[config.mk]
export PLATFORM = sky130hd
export DESIGN_NAME = lsb_watermark_embed
export DESIGN_NICKNAME = d
export VERILOG_FILES = /design/src/rtl/lsb_watermark_embed_pkg.sv /design/src/rtl/lsb_watermark_embed_lfsr.sv /design/src/rtl/lsb_watermark_embed.sv
export SDC_FILE = /design/constraint.sdc
export NUM_CORES = 1
export LEC_CHECK = 0
export CAP_MARGIN = 40
export CORE_MARGIN = 1.5
export CORE_UTILIZATION = 51
export CTS_BUF_LIST = sky130_fd_sc_hd__clkbuf_8 sky130_fd_sc_hd__clkbuf_16
export DETAILED_ROUTE_END_ITERATION = 10
export PLACE_DENSITY = 0.8
export SYNTH_ARGS = -nofsm -noshare
export SYNTH_HDL_FRONTEND = slang
export SYNTH_SLANG_ARGS = --single-unit
[constraint.sdc]
create_clock -name HCLK -period 4.65 [get_ports HCLK]
set_input_delay 0.6975 -clock HCLK [delete_from_list [all_inputs] [get_ports HCLK]]
set_output_delay 0.6975 -clock HCLK [all_outputs]
set_load 0.1 [all_outputs]
[src/rtl/lsb_watermark_embed_pkg.sv]
// Shared types and constants for the LSB watermark embedder: FSM states,
// channel-mask bit positions and the scrambler LFSR definition.
package lsb_wm_pkg;

  typedef enum logic [1:0] {
    IDLE  = 2'd0,
    EMBED = 2'd1,
    DONE  = 2'd2
  } state_e;

  localparam int CH_B = 0;
  localparam int CH_G = 1;
  localparam int CH_R = 2;

  localparam int         LFSR_W    = 8;
  // x^8+x^6+x^5+x^4+1 on a right-shifting register: feedback from bits 0,2,3,4
  localparam logic [7:0] LFSR_TAPS = 8'b0001_1101;

  function automatic logic [LFSR_W-1:0] lfsr_step(input logic [LFSR_W-1:0] s);
    return {^(s & LFSR_TAPS), s[LFSR_W-1:1]};
  endfunction

  function automatic logic [7:0] embed_ch(input logic [7:0] d, input logic en,
                                          input logic b);
    logic [7:0] r;
    r = d;
    if (en) begin
      r[0] = b;
    end else begin
      r = d;
    end
    return r;
  endfunction

endpackage

[src/rtl/lsb_watermark_embed_lfsr.sv]
// Watermark scrambler LFSR: loads SEED, steps twice per accepted pixel pair.
// Only built when WM_SCRAMBLE_EN is defined.
`ifdef WM_SCRAMBLE_EN
module wm_lfsr8
  import lsb_wm_pkg::*;
#(
  parameter logic [7:0] SEED = 8'hA5
) (
  input  logic clk_i,
  input  logic rst_i,
  input  logic load_i,
  input  logic step2_i,
  output logic bit0_o,
  output logic bit1_o
);

  logic [LFSR_W-1:0] lfsr_q;
  logic [LFSR_W-1:0] lfsr_1_s;

  assign lfsr_1_s = lfsr_step(lfsr_q);
  assign bit0_o   = lfsr_q[0];
  assign bit1_o   = lfsr_1_s[0];

  // LFSR state: seeded on reset and frame start, two steps per pair
  always_ff @(posedge clk_i or posedge rst_i) begin
    if (rst_i) begin
      lfsr_q <= SEED;
    end else if (load_i) begin
      lfsr_q <= SEED;
    end else if (step2_i) begin
      lfsr_q <= lfsr_step(lfsr_1_s);
    end
  end

endmodule
`endif

[src/rtl/lsb_watermark_embed.sv]
// Embeds one watermark bit per pixel into the LSB of the masked colour channels
// of a two-pixel-per-cycle stream. Optional scrambling via WM_SCRAMBLE_EN.
module lsb_watermark_embed
  import lsb_wm_pkg::*;
#(
  parameter int         WIDTH   = 8,
  parameter int         HEIGHT  = 8,
  parameter logic [2:0] CH_MASK = 3'b001,
  parameter logic [7:0] SEED    = 8'hA5,
  localparam int NPIX   = WIDTH * HEIGHT,
  localparam int PAIRS  = NPIX / 2,
  localparam int NBYTES = NPIX / 8,
  localparam int ADDR_W = (NBYTES > 1) ? $clog2(NBYTES) : 1,
  localparam int P_W    = $clog2(PAIRS)
) (
  input  logic              HCLK,
  input  logic              HRESET,
  input  logic              start,
  input  logic              wm_wr_en,
  input  logic [ADDR_W-1:0] wm_wr_addr,
  input  logic [7:0]        wm_wr_data,
  input  logic              in_valid,
  input  logic [7:0]        DATA_R0,
  input  logic [7:0]        DATA_G0,
  input  logic [7:0]        DATA_B0,
  input  logic [7:0]        DATA_R1,
  input  logic [7:0]        DATA_G1,
  input  logic [7:0]        DATA_B1,
  output logic              hsync,
  output logic [7:0]        DATA_WRITE_R0,
  output logic [7:0]        DATA_WRITE_G0,
  output logic [7:0]        DATA_WRITE_B0,
  output logic [7:0]        DATA_WRITE_R1,
  output logic [7:0]        DATA_WRITE_G1,
  output logic [7:0]        DATA_WRITE_B1,
  output logic              busy,
  output logic              frame_done
);

  state_e          state_q, state_d;
  logic [P_W-1:0]  p_q, p_d;
  logic [NPIX-1:0] wm_q;
  logic            accept_s, enter_s, last_s;
  logic [P_W:0]    idx0_s, idx1_s;
  logic            wb0_s, wb1_s;
  logic            hsync_q, frame_done_q;
  logic [7:0]      r0_q, g0_q, b0_q, r1_q, g1_q, b1_q;

  assign idx0_s = {p_q, 1'b0};
  assign idx1_s = {p_q, 1'b1};

`ifdef WM_SCRAMBLE_EN
  logic lb0_s, lb1_s;

  wm_lfsr8 #(.SEED(SEED)) u_lfsr (
    .clk_i   (HCLK),
    .rst_i   (HRESET),
    .load_i  (enter_s),
    .step2_i (accept_s),
    .bit0_o  (lb0_s),
    .bit1_o  (lb1_s)
  );

  assign wb0_s = wm_q[idx0_s] ^ lb0_s;
  assign wb1_s = wm_q[idx1_s] ^ lb1_s;
`else
  assign wb0_s = wm_q[idx0_s];
  assign wb1_s = wm_q[idx1_s];
`endif

  // Next-state logic; start is only honoured outside EMBED
  always_comb begin
    state_d  = state_q;
    p_d      = p_q;
    accept_s = 1'b0;
    enter_s  = 1'b0;
    last_s   = 1'b0;
    case (state_q)
      IDLE, DONE: begin
        if (start) begin
          state_d = EMBED;
          p_d     = '0;
          enter_s = 1'b1;
        end else begin
          state_d = state_q;
        end
      end
      EMBED: begin
        if (in_valid) begin
          accept_s = 1'b1;
          if (p_q == P_W'(PAIRS - 1)) begin
            last_s  = 1'b1;
            state_d = DONE;
          end else begin
            p_d = p_q + {{(P_W-1){1'b0}}, 1'b1};
          end
        end else begin
          state_d = EMBED;
        end
      end
      default: begin
        state_d = IDLE;
      end
    endcase
  end

  always_ff @(posedge HCLK or posedge HRESET) begin
    if (HRESET) begin
      state_q      <= IDLE;
      p_q          <= '0;
      hsync_q      <= 1'b0;
      frame_done_q <= 1'b0;
    end else begin
      state_q      <= state_d;
      p_q          <= p_d;
      hsync_q      <= accept_s;
      frame_done_q <= last_s;
    end
  end

  // Watermark memory is frozen for the whole frame
  always_ff @(posedge HCLK or posedge HRESET) begin
    if (HRESET) begin
      wm_q <= '0;
    end else if (wm_wr_en && (state_q != EMBED)) begin
      for (int b = 0; b < NBYTES; b++) begin
        if (wm_wr_addr == ADDR_W'(b)) begin
          wm_q[b*8 +: 8] <= wm_wr_data;
        end
      end
    end
  end

  always_ff @(posedge HCLK or posedge HRESET) begin
    if (HRESET) begin
      r0_q <= 8'h00; g0_q <= 8'h00; b0_q <= 8'h00;
      r1_q <= 8'h00; g1_q <= 8'h00; b1_q <= 8'h00;
    end else if (accept_s) begin
      r0_q <= embed_ch(DATA_R0, CH_MASK[CH_R], wb0_s);
      g0_q <= embed_ch(DATA_G0, CH_MASK[CH_G], wb0_s);
      b0_q <= embed_ch(DATA_B0, CH_MASK[CH_B], wb0_s);
      r1_q <= embed_ch(DATA_R1, CH_MASK[CH_R], wb1_s);
      g1_q <= embed_ch(DATA_G1, CH_MASK[CH_G], wb1_s);
      b1_q <= embed_ch(DATA_B1, CH_MASK[CH_B], wb1_s);
    end
  end

  assign hsync         = hsync_q;
  assign frame_done    = frame_done_q;
  assign busy          = (state_q == EMBED);
  assign DATA_WRITE_R0 = r0_q;
  assign DATA_WRITE_G0 = g0_q;
  assign DATA_WRITE_B0 = b0_q;
  assign DATA_WRITE_R1 = r1_q;
  assign DATA_WRITE_G1 = g1_q;
  assign DATA_WRITE_B1 = b1_q;

endmodule

==> summary.txt <==
Global route
  • GRT Total Usage: 0.3004
  • Grt ovf: 0
  • Initial antenna violation count: 1
  • Vias in the first global route: 4,596
  • Pin count of the biggest net entering global routing: 64
  • First-pass GRT wire length: 24.71 mm

Clocking
  • CTS Sinks: 121
  • Root Buffer: clkbuf_8
  • Number of gates resized after cts: 0
  • TritonCTS clock tree: yes
  • Clk_lat worst skew: roughly 0.52 ns
  • H-tree level count: 4
  • Clock buffer depth: 2
  • Post-CTS setup buffer count: 0
  • CTS buffer count: 17
  • CTS clk-pin slew, worst paths: 0.07 ns
  • CTS hold repair buffers: 0

Floorplan
  • # IOs: about 120
  • Rows: 36
  • Chip Width: 104.6 microns
  • Die area: roughly 11,000 sq um
  • Initial core utilization: 0.5308
  • Core area: slightly below 10,000 sq um
  • Die Y: 104.6 microns

Finish
  • Final nets: between 600 and 700
  • Design area: 7876 sq um
  • Layout cells sized above 1: 0.2908
  • Post-Layout Cell Count: 753
  • Area Growth Syn to Fin: 49.74%
  • Commonest non-fill, non-tap cells in the layout: 150 x nand2_1, 121 x dfrtp_1, 112 x clkdlybuf4s50_1, 70 x mux2_2, 45 x buf_8
  • Most common cell after layout, fill and taps aside: nand2_1

Timing
  • Setup TNS: 0 ns
  • Worst Skew: 0.009063 ns
  • Min Clock Period, post-route: 2.812 ns
  • Worst slew pin tran: 0.7798 ns
  • Peak Freq: 355.6 MHz
  • RSZ-0062 raised after global routing: no
  • Relative slew slack: 0.4801
  • Hold slack final: 0.4864 ns
  • Fin. max-slew vios: 0
  • Fin crit share: 0.6047
  • Final setup fails: 0
  • Final Hold Vio Count: 0

Hold path
  • HP Class: flip-flop to flip-flop
  • Worst Hold End: DATA_WRITE_R0[1]$_DFFE_PP0P_
  • Worst hold path depth: 2
  • Hold Startpoint: DATA_WRITE_R0[1]$_DFFE_PP0P_

Worst setup path
  • Worst R2R Start: p_q[0]$_DFFE_PP0P_
  • Register-to-Register Path Depth: 7
  • CP Data Required Time: about 4 ns
  • Reg-to-reg endpoint: p_q[3]$_DFFE_PP0P_
  • CP cell instances: nand2b_2 > inv_2 > clkdlybuf4s50_1 > buf_16
  • Worst Setup Start Kind: flip-flop
  • Slowest stage delay, CP: 0.61 ns
  • Crit. End Element: primary output
  • CP max-delay cell: clkdlybuf4s50_1
  • WS Path Type: flip-flop to primary output
  • Reg2Reg Setup Slack: 1.93 ns
  • CP arrival: 2.11 ns
  • Crit path max fanout: 7

Yosys
  • Share of the synthesized area in the top cell type: 0.5756
  • Synth async-reset ratio: 1.000
  • Ys flop type: dfrtp_1
  • Ys Warns: 0
  • Area contributors post-synth: dfrtp_1 58%, mux2_2 15%, nand2_1 11%, mux4_2 2.6%, mux2i_1 2.3%
  • EDFF count, synth: 0
  • Mapped Area: 5260 sq um
  • Yosys cell types: 39
  • Post-Synthesis Cells: 438
  • Syn_nets: 504
  • Syn Area/Cell: 12.01 sq um
  • Seq cells post-synth: around 120
  • Sequential area share after synthesis: 0.5756
  • Area leader, netlist: dfrtp_1

Place
  • Hpwl dp: about 10 mm
  • Dpl cell area: 7318 sq um
  • Placed insts: 720
  • Number of I/O port buffers: 112
  • GPL Wtd Cong: 0.7802

Power
  • Maximum vdd drop: 0.0003595 V
  • Clock power frac: 0.228
  • Total power: 5.380 mW
  • Switching part of the total power: 0.4136
  • Power per cell area: between 600 and 700 nW/um^2
  • Leakage power: 3.775 nW
  • Combinational share of power: 0.461
  • P_sw: 2.225 mW
  • Seq pwr share: 0.311
  • Internal: 3.154 mW

Route
  • Drt total wl: 15.69 mm
  • Via count: ~4.2k
  • DRT antenna net count: 0
  • DRC violations left: 0
  • 1st-iter DRT viols: between 300 and 400
  • Drt via density: 5.633
  • First-pass DRT Iterations: 5
  • WL/cell: ~21 microns

Status
  • Status: completed

Run
  • Max_cap viols: 0
==> through the flow <==
step / utilization / setup WS [ns]
2_1_floorplan: - / 0.7383
3_3_place_gp: 0.6537 / 2.044
3_5_place_dp: 0.7385 / 1.980
4_1_cts: 0.7946 / 1.835
5_1_grt: 0.7948 / 1.790
6_report: 0.7948 / 1.838
==> worst max-delay path by stage <==
stage / cells past startpoint / start / endpoint
global route: 4 / state_q[1]$_DFFE_PP0P_ / busy
finish: 4 / state_q[1]$_DFFE_PP0P_ / busy
floorplan: 1 / HRESET / DATA_WRITE_B0[0]$_DFFE_PP0P_
global placement: 3 / state_q[1]$_DFFE_PP0P_ / busy
CTS: 4 / state_q[1]$_DFFE_PP0P_ / busy
detailed placement: 7 / p_q[0]$_DFFE_PP0P_ / p_q[3]$_DFFE_PP0P_
==> per-layer routing <==
layer,wire length (microns),GRT usage,vias to the layer above
li1,-,-,1839
met1,6024,0.3476,2152
met2,8354,0.5367,223
met3,966,0.06301,28
met4,346,0.1300,0
met5,0,0,-
==> final cells by class <==
class / count / area (sq um)
Tap cell: 133 / 166.4
Clock buffer: 17 / 414.1
Timing Repair Buffer: 168 / 1999
Sequential cell: 121 / 3028
Clock inverter: 15 / 141.4
Inverter: 6 / 25.02
Multi-Input combinational cell: 292 / 2100
Fill cell: 517 / 2033
Antenna cell: 1 / 2.502
==> critical path: cells and delay by family, from the launching register on <==
| family | cells | cell delay (ns) |
|---|---|---|
| buffers and inverters | 3 | 0.95 |
| DFF | 1 | 0.41 |
| and+or+nand+nor | 1 | 0.22 |
==> registers in the layout (all words and copies together), names as in the netlist <==
signal	count
DATA_WRITE_B0	8
DATA_WRITE_B1	8
DATA_WRITE_G0	8
DATA_WRITE_G1	8
DATA_WRITE_R0	8
DATA_WRITE_R1	8
frame_done	1
hsync	1
p_q	5
state_q	2
wm_q	64
==> cells in the mapped netlist, types with 2 or more instances <==
| cell | number |
|---|---|
| nand2_1 | 150 |
| dfrtp_1 | 121 |
| mux2_2 | 70 |
| mux2i_1 | 12 |
| buf_2 | 6 |
| clkbuf_1 | 6 |
| mux4_2 | 6 |
| nand2_2 | 6 |
| o21ai_0 | 6 |
| inv_1 | 5 |
| and3_1 | 4 |
| mux4_1 | 4 |
| a21oi_1 | 3 |
| buf_1 | 3 |
| nor3b_1 | 3 |
| a222oi_1 | 2 |
| buf_4 | 2 |
| ha_1 | 2 |
| mux2_4 | 2 |
| nor2_1 | 2 |
| nor2b_1 | 2 |
| nor3_1 | 2 |
| o2111a_1 | 2 |
| o211ai_1 | 2 |
==> cell families (layout without fill, tap and decap cells) <==
logic type	Yosys count	after routing	synth area share
muxes	95	95	0.2262
AOI/OAI and AO/OA	17	17	0.02283
other	0	1	0
adders and majority gates	2	2	0.004757
DFF	121	121	0.5756
and+or+nand+nor	178	178	0.1453
buffers and inverters	25	206	0.02521
==> power groups by stage <==
stage	combinational (mW)	clock, mW	sequential (mW)
after floorplan	0.773	0	2.39
after global placement	1.95	0	1.63
after detailed placement	2.45	0	1.67
after CTS	2.48	1.24	1.67
after global routing	2.57	1.29	1.71
final	2.48	1.23	1.67
Note: power is estimated with default switching activity, not from simulation.
